### config.mk
export PLATFORM = sky130hd
export DESIGN_NAME = reg_bank
export DESIGN_NICKNAME = d
export VERILOG_FILES = /design/src/rtl/reg_bank.sv
export SDC_FILE = /design/constraint.sdc
export NUM_CORES = 1
export LEC_CHECK = 0
export BUFFER_PORTS_ARGS = -buffer_cell sky130_fd_sc_hd__buf_4
export CAP_MARGIN = 5
export CORE_ASPECT_RATIO = 2
export CORE_MARGIN = 4
export CORE_UTILIZATION = 60
export CTS_BUF_LIST = sky130_fd_sc_hd__clkbuf_8
export DETAILED_ROUTE_END_ITERATION = 16
export GPL_TIMING_DRIVEN = 0
export PLACE_DENSITY_LB_ADDON = 0.2
export RECOVER_POWER = 25
export SYNTH_ARGS = -nofsm -noshare
export SYNTH_HDL_FRONTEND = slang
export SYNTH_SLANG_ARGS = --single-unit
export TNS_END_PERCENT = 1
### constraint.sdc
create_clock -name clk -period 5.78 [get_ports clk]
set_clock_uncertainty 0.05 [all_clocks]
set_input_delay 0.578 -clock clk [delete_from_list [all_inputs] [get_ports clk]]
set_output_delay 0.578 -clock clk [all_outputs]
set_load 0.005 [all_outputs]
### src/rtl/reg_bank.sv
// reg_bank: NREG x WIDTH register file with two combinational read ports,
// one synchronous write port and a per-register pending-write (lock)
// scoreboard used by the control unit to stall on hazards.
//
// Optional build macro REG_BANK_BYPASS_EN: when defined, a write in flight
// is forwarded combinationally to any read port addressing the same
// register, and that port's busy flag is cleared unless the same register
// is being re-locked in the same cycle.
module reg_bank #(
    parameter int WIDTH = 16,
    parameter int NREG  = 8,
    parameter int AW    = 3
) (
    input  logic             clk,
    input  logic             rst,
    input  logic             wr_en,
    input  logic [AW-1:0]    wr_addr,
    input  logic [WIDTH-1:0] wr_data,
    input  logic [AW-1:0]    rd_a_addr,
    output logic [WIDTH-1:0] rd_a_data,
    input  logic [AW-1:0]    rd_b_addr,
    output logic [WIDTH-1:0] rd_b_data,
    input  logic             lock_en,
    input  logic [AW-1:0]    lock_addr,
    output logic             busy_a,
    output logic             busy_b,
    output logic             any_busy
);

    // Flattened views of the per-register state, used by the read muxes.
    logic [WIDTH-1:0] data_all [NREG];
    logic [NREG-1:0]  lock_all;

    genvar gi;
    generate
        // The address must index the register array exactly.
        if ((NREG < 2) || ((NREG & (NREG - 1)) != 0) || (AW != $clog2(NREG))) begin : g_param_check
            $error("reg_bank: NREG must be a power of two >= 2 and AW == log2(NREG)");
        end

        for (gi = 0; gi < NREG; gi++) begin : g_reg
            logic [WIDTH-1:0] data_reg;
            logic             lock_reg;
            logic             wr_hit;
            logic             lock_hit;

            assign wr_hit   = wr_en   && (wr_addr   == AW'(gi));
            assign lock_hit = lock_en && (lock_addr == AW'(gi));

            // Register storage: written by the writeback stage.
            always_ff @(posedge clk or posedge rst) begin
                if (rst) begin
                    data_reg <= '0;
                end else if (wr_hit) begin
                    data_reg <= wr_data;
                end
            end

            // Lock bit: a new lock beats a retiring write to the same
            // register, since a new producer issues as the old one retires.
            always_ff @(posedge clk or posedge rst) begin
                if (rst) begin
                    lock_reg <= 1'b0;
                end else if (lock_hit) begin
                    lock_reg <= 1'b1;
                end else if (wr_hit) begin
                    lock_reg <= 1'b0;
                end
            end

            assign data_all[gi] = data_reg;
            assign lock_all[gi] = lock_reg;
        end
    endgenerate

    // Read port A: stored contents, optionally forwarded from the write port.
    always_comb begin
        rd_a_data = data_all[rd_a_addr];
        busy_a    = lock_all[rd_a_addr];
`ifdef REG_BANK_BYPASS_EN
        if (wr_en && (wr_addr == rd_a_addr)) begin
            rd_a_data = wr_data;
            if (!(lock_en && (lock_addr == rd_a_addr))) begin
                busy_a = 1'b0;
            end
        end
`endif
    end

    // Read port B: identical structure to port A.
    always_comb begin
        rd_b_data = data_all[rd_b_addr];
        busy_b    = lock_all[rd_b_addr];
`ifdef REG_BANK_BYPASS_EN
        if (wr_en && (wr_addr == rd_b_addr)) begin
            rd_b_data = wr_data;
            if (!(lock_en && (lock_addr == rd_b_addr))) begin
                busy_b = 1'b0;
            end
        end
`endif
    end

    // Global stall hint: any register with a pending write.
    assign any_busy = |lock_all;

endmodule

==> run_results.csv <==
group,metric,value,unit
cts,cts_setup_buffers,0,
sta,fmax,384,MHz
drt,postRouteWirelength,18400,um
final_layout,drive_above_1_share,59.0,%
critical_path,critical-path-top-cell-by-count,"sky130_fd_sc_hd__buf_6",
drt,routed_wire_length_per_instance,27.4,um
cts,ctsLongestPathBuffers,2,
drt,drt.antenna.violating_nets,0,
synthesis,ys_ff_latch,136,
die,top_level_ports,67,
sta,slew-limit-headroom,-60.1,%
critical_path,crit_path_max_fanout,10,
sta,final-hold-violation-count,0,
placed_design,dpl_cell_area,0.00826,mm^2
sta,setup_viol,0,
drt,drt-initial-drc-count,230,
synthesis,ys_seq_area_share,44.7,%
critical_path,critical_path.slowest_cell,"sky130_fd_sc_hd__mux4_1",
sta,final.setup.tns,0,ns
sta,rsz0062_at_grt,"no",
drt,post_drt_via_cell_ratio,6.68,
sta,slew_viol_final,53,
final_layout,final_design_instance_area_without_fill,0.00870,mm^2
drt,drt_pass1_iterations,4,
cts,clockRootBuffer,"sky130_fd_sc_hd__clkbuf_8",
critical_path,worst-r2r-setup-slack,4.92,ns
outcome,failing_checks,"max-capacitance violations, max-slew violations",
final_layout,most-common-layout-cells,"sky130_fd_sc_hd__mux2_2, sky130_fd_sc_hd__dfrtp_1, sky130_fd_sc_hd__buf_4",
die,area_of_the_die,0.0147,mm^2
sta,worstMarginPinSlew,2.39,ns
power,pwr_density_cell,339,mW/mm^2
cts,cts_tree,"yes",
die,rows,58,
power,ir_worst_vdd,0.232,mV
global_routing,first_pass_grt_wire_length,28500,um
global_routing,initial_antenna_violation_count,0,
critical_path,worst_setup_path_start_kind,"input port",
cts,insertion_delay,0.43,ns
synthesis,synthesis.yosys.warnings,0,
global_routing,grt_remaining_overflow,0,
critical_path,cp_slowest_stage_delay,0.60,ns
synthesis,syn_area_per_cell,17.6,um^2
final_layout,synthToLayoutAreaGrowth,14.3,%
global_routing,grt_max_degree,85,
cts,post_cts_hold_buffer_count,0,
synthesis,synth.net_count,465,
outcome,result_of_the_run,"finished with violations",
flow_run,maxCapViolations,1,
final_layout,largest_reg_flops,128,
sta,finalCritPeriodShare,45.1,%
placed_design,gp_routability_congestion,0.825,
final_layout,nets,541,
cts,clk_pin_slew_worst_paths,0.08,ns
final_layout,mostFrequentLayoutCell,"sky130_fd_sc_hd__mux2_2",
power,leakage_power_of_the_design,3.82,nW
global_routing,grt_usage,26.6,%
cts,cts_resized,0,
global_routing,grt_pass1_vias,4997,
cts,htree_num_levels,4,
synthesis,syn_inst,433,
critical_path,cp.arrival,1.98,ns
critical_path,critical_path_class,"in2out",
synthesis,synth_cell_type_count,24,
die,design.core.area,0.0125,mm^2
placed_design,port_buffers,56,
critical_path,crit_chain,"buf_6 -> buf_6 -> mux4_1 -> mux2_2 -> buf_4",
cts,cts-buffers-inserted,17,
cts,clock_sinks,136,
hold_path,worst_hold_path_type,"in2reg",
die,die_x,87.7,um
critical_path,cp_data_required_time,5.15,ns
drt,drcViolationCount,0,
die,initial_utilization,61.0,%
drt,via_count,4489,
final_layout,diodes,0,
die,dieHeight,167,um
placed_design,hpwl,12700,um
sta,post-route-min-period,2.60,ns
final_layout,fin_util,69.7,%
synthesis,synth.cell_area,0.00761,mm^2
critical_path,worst_setup_path_end_kind,"output pin",
-- cell type report --
| cell class | count | area (um^2) |
|---|---|---|
| Buffer | 36 | 367 |
| Clock buffer | 23 | 317 |
| Clock inverter | 9 | 135 |
| Fill cell | 862 | 3780 |
| Inverter | 6 | 23.8 |
| Multi-Input combinational cell | 255 | 3820 |
| Sequential cell | 136 | 3400 |
| Tap cell | 150 | 188 |
| Timing Repair Buffer | 57 | 448 |
-- logic make-up after synthesis --
logic type	Yosys count	synth area share [%]
AO/OA/AOI/OAI	8	0.937
buffers and inverters	42	5.11
flip-flops	136	44.7
multiplexers	230	47.2
AND/OR/NAND/NOR	17	2.05
-- worst max-delay path, delay by kind of cell --
kind | cells | cell delay, ns
mux | 2 | 0.90
buf+inv | 3 | 0.49
-- per-layer routing --
metal / vias up / routed length (um) / global-route usage (%)
met5: - / 0 / 0
met4: 0 / 675 / 11.4
met3: 54 / 771 / 5.42
met2: 153 / 10500 / 47.7
met1: 2380 / 6440 / 29.7
li1: 1902 / - / -
-- Yosys cell counts --
library cell | n | area (um^2)
sky130_fd_sc_hd__dfrtp_1 | 136 | 3400
sky130_fd_sc_hd__o32ai_1 | 1 | 8.76
sky130_fd_sc_hd__o22ai_1 | 1 | 6.26
sky130_fd_sc_hd__nor2_1 | 1 | 3.75
sky130_fd_sc_hd__nor4b_4 | 1 | 23.8
sky130_fd_sc_hd__and4_1 | 1 | 8.76
sky130_fd_sc_hd__buf_6 | 11 | 124
sky130_fd_sc_hd__mux2_4 | 9 | 135
sky130_fd_sc_hd__buf_2 | 8 | 40.0
sky130_fd_sc_hd__a32o_1 | 3 | 30.0
sky130_fd_sc_hd__mux2_2 | 153 | 1720
sky130_fd_sc_hd__mux4_2 | 12 | 270
sky130_fd_sc_hd__nor2b_1 | 3 | 18.8
sky130_fd_sc_hd__nor4bb_1 | 2 | 20.0
sky130_fd_sc_hd__clkbuf_8 | 12 | 165
sky130_fd_sc_hd__mux4_1 | 52 | 1370
sky130_fd_sc_hd__o2bb2ai_1 | 3 | 26.3
sky130_fd_sc_hd__inv_1 | 6 | 22.5
sky130_fd_sc_hd__buf_4 | 5 | 37.5
sky130_fd_sc_hd__mux4_4 | 4 | 100
sky130_fd_sc_hd__nand4b_2 | 3 | 45.0
sky130_fd_sc_hd__and4bb_2 | 1 | 12.5
sky130_fd_sc_hd__nor4_1 | 2 | 12.5
sky130_fd_sc_hd__nand2_1 | 3 | 11.3
-- path summary, 6_finish.rpt --
path | start | end | cells after the start
min in group asynchronous | rst | g_reg[6].data_reg[13] | 2
hold reg to reg | g_reg[2].data_reg[11] | g_reg[2].data_reg[11] | 1
setup reg to reg | g_reg[2].data_reg[8] | g_reg[2].data_reg[8] | 1
setup / recovery | rd_a_addr[0] | rd_a_data[15] | 5
hold / removal | lock_addr[1] | g_reg[4].lock_reg | 2
max in group asynchronous | rst | g_reg[6].data_reg[11] | 3
-- through the flow --
step | std cells | hold slack, ns | power [mW] | setup slack, ns
2_1_floorplan | 433 | 0.435 | 1.81 | 1.51
3_3_place_gp | 639 | 0.444 | 2.04 | 0.206
3_5_place_dp | 640 | 0.458 | 2.10 | 3.18
4_1_cts | 672 | 0.125 | 2.97 | 3.17
5_1_grt | 672 | 0.331 | 3.09 | 3.13
6_report | 672 | 0.356 | 2.95 | 3.18
-- power breakdown --
part	switching [mW]	internal, mW	total [mW]
clock network	0.375	0.500	0.875
logic	0.245	0.512	0.757
registers	0.154	1.16	1.31
total	0.774	2.17	2.95
Power figures use the tool's default switching activity.
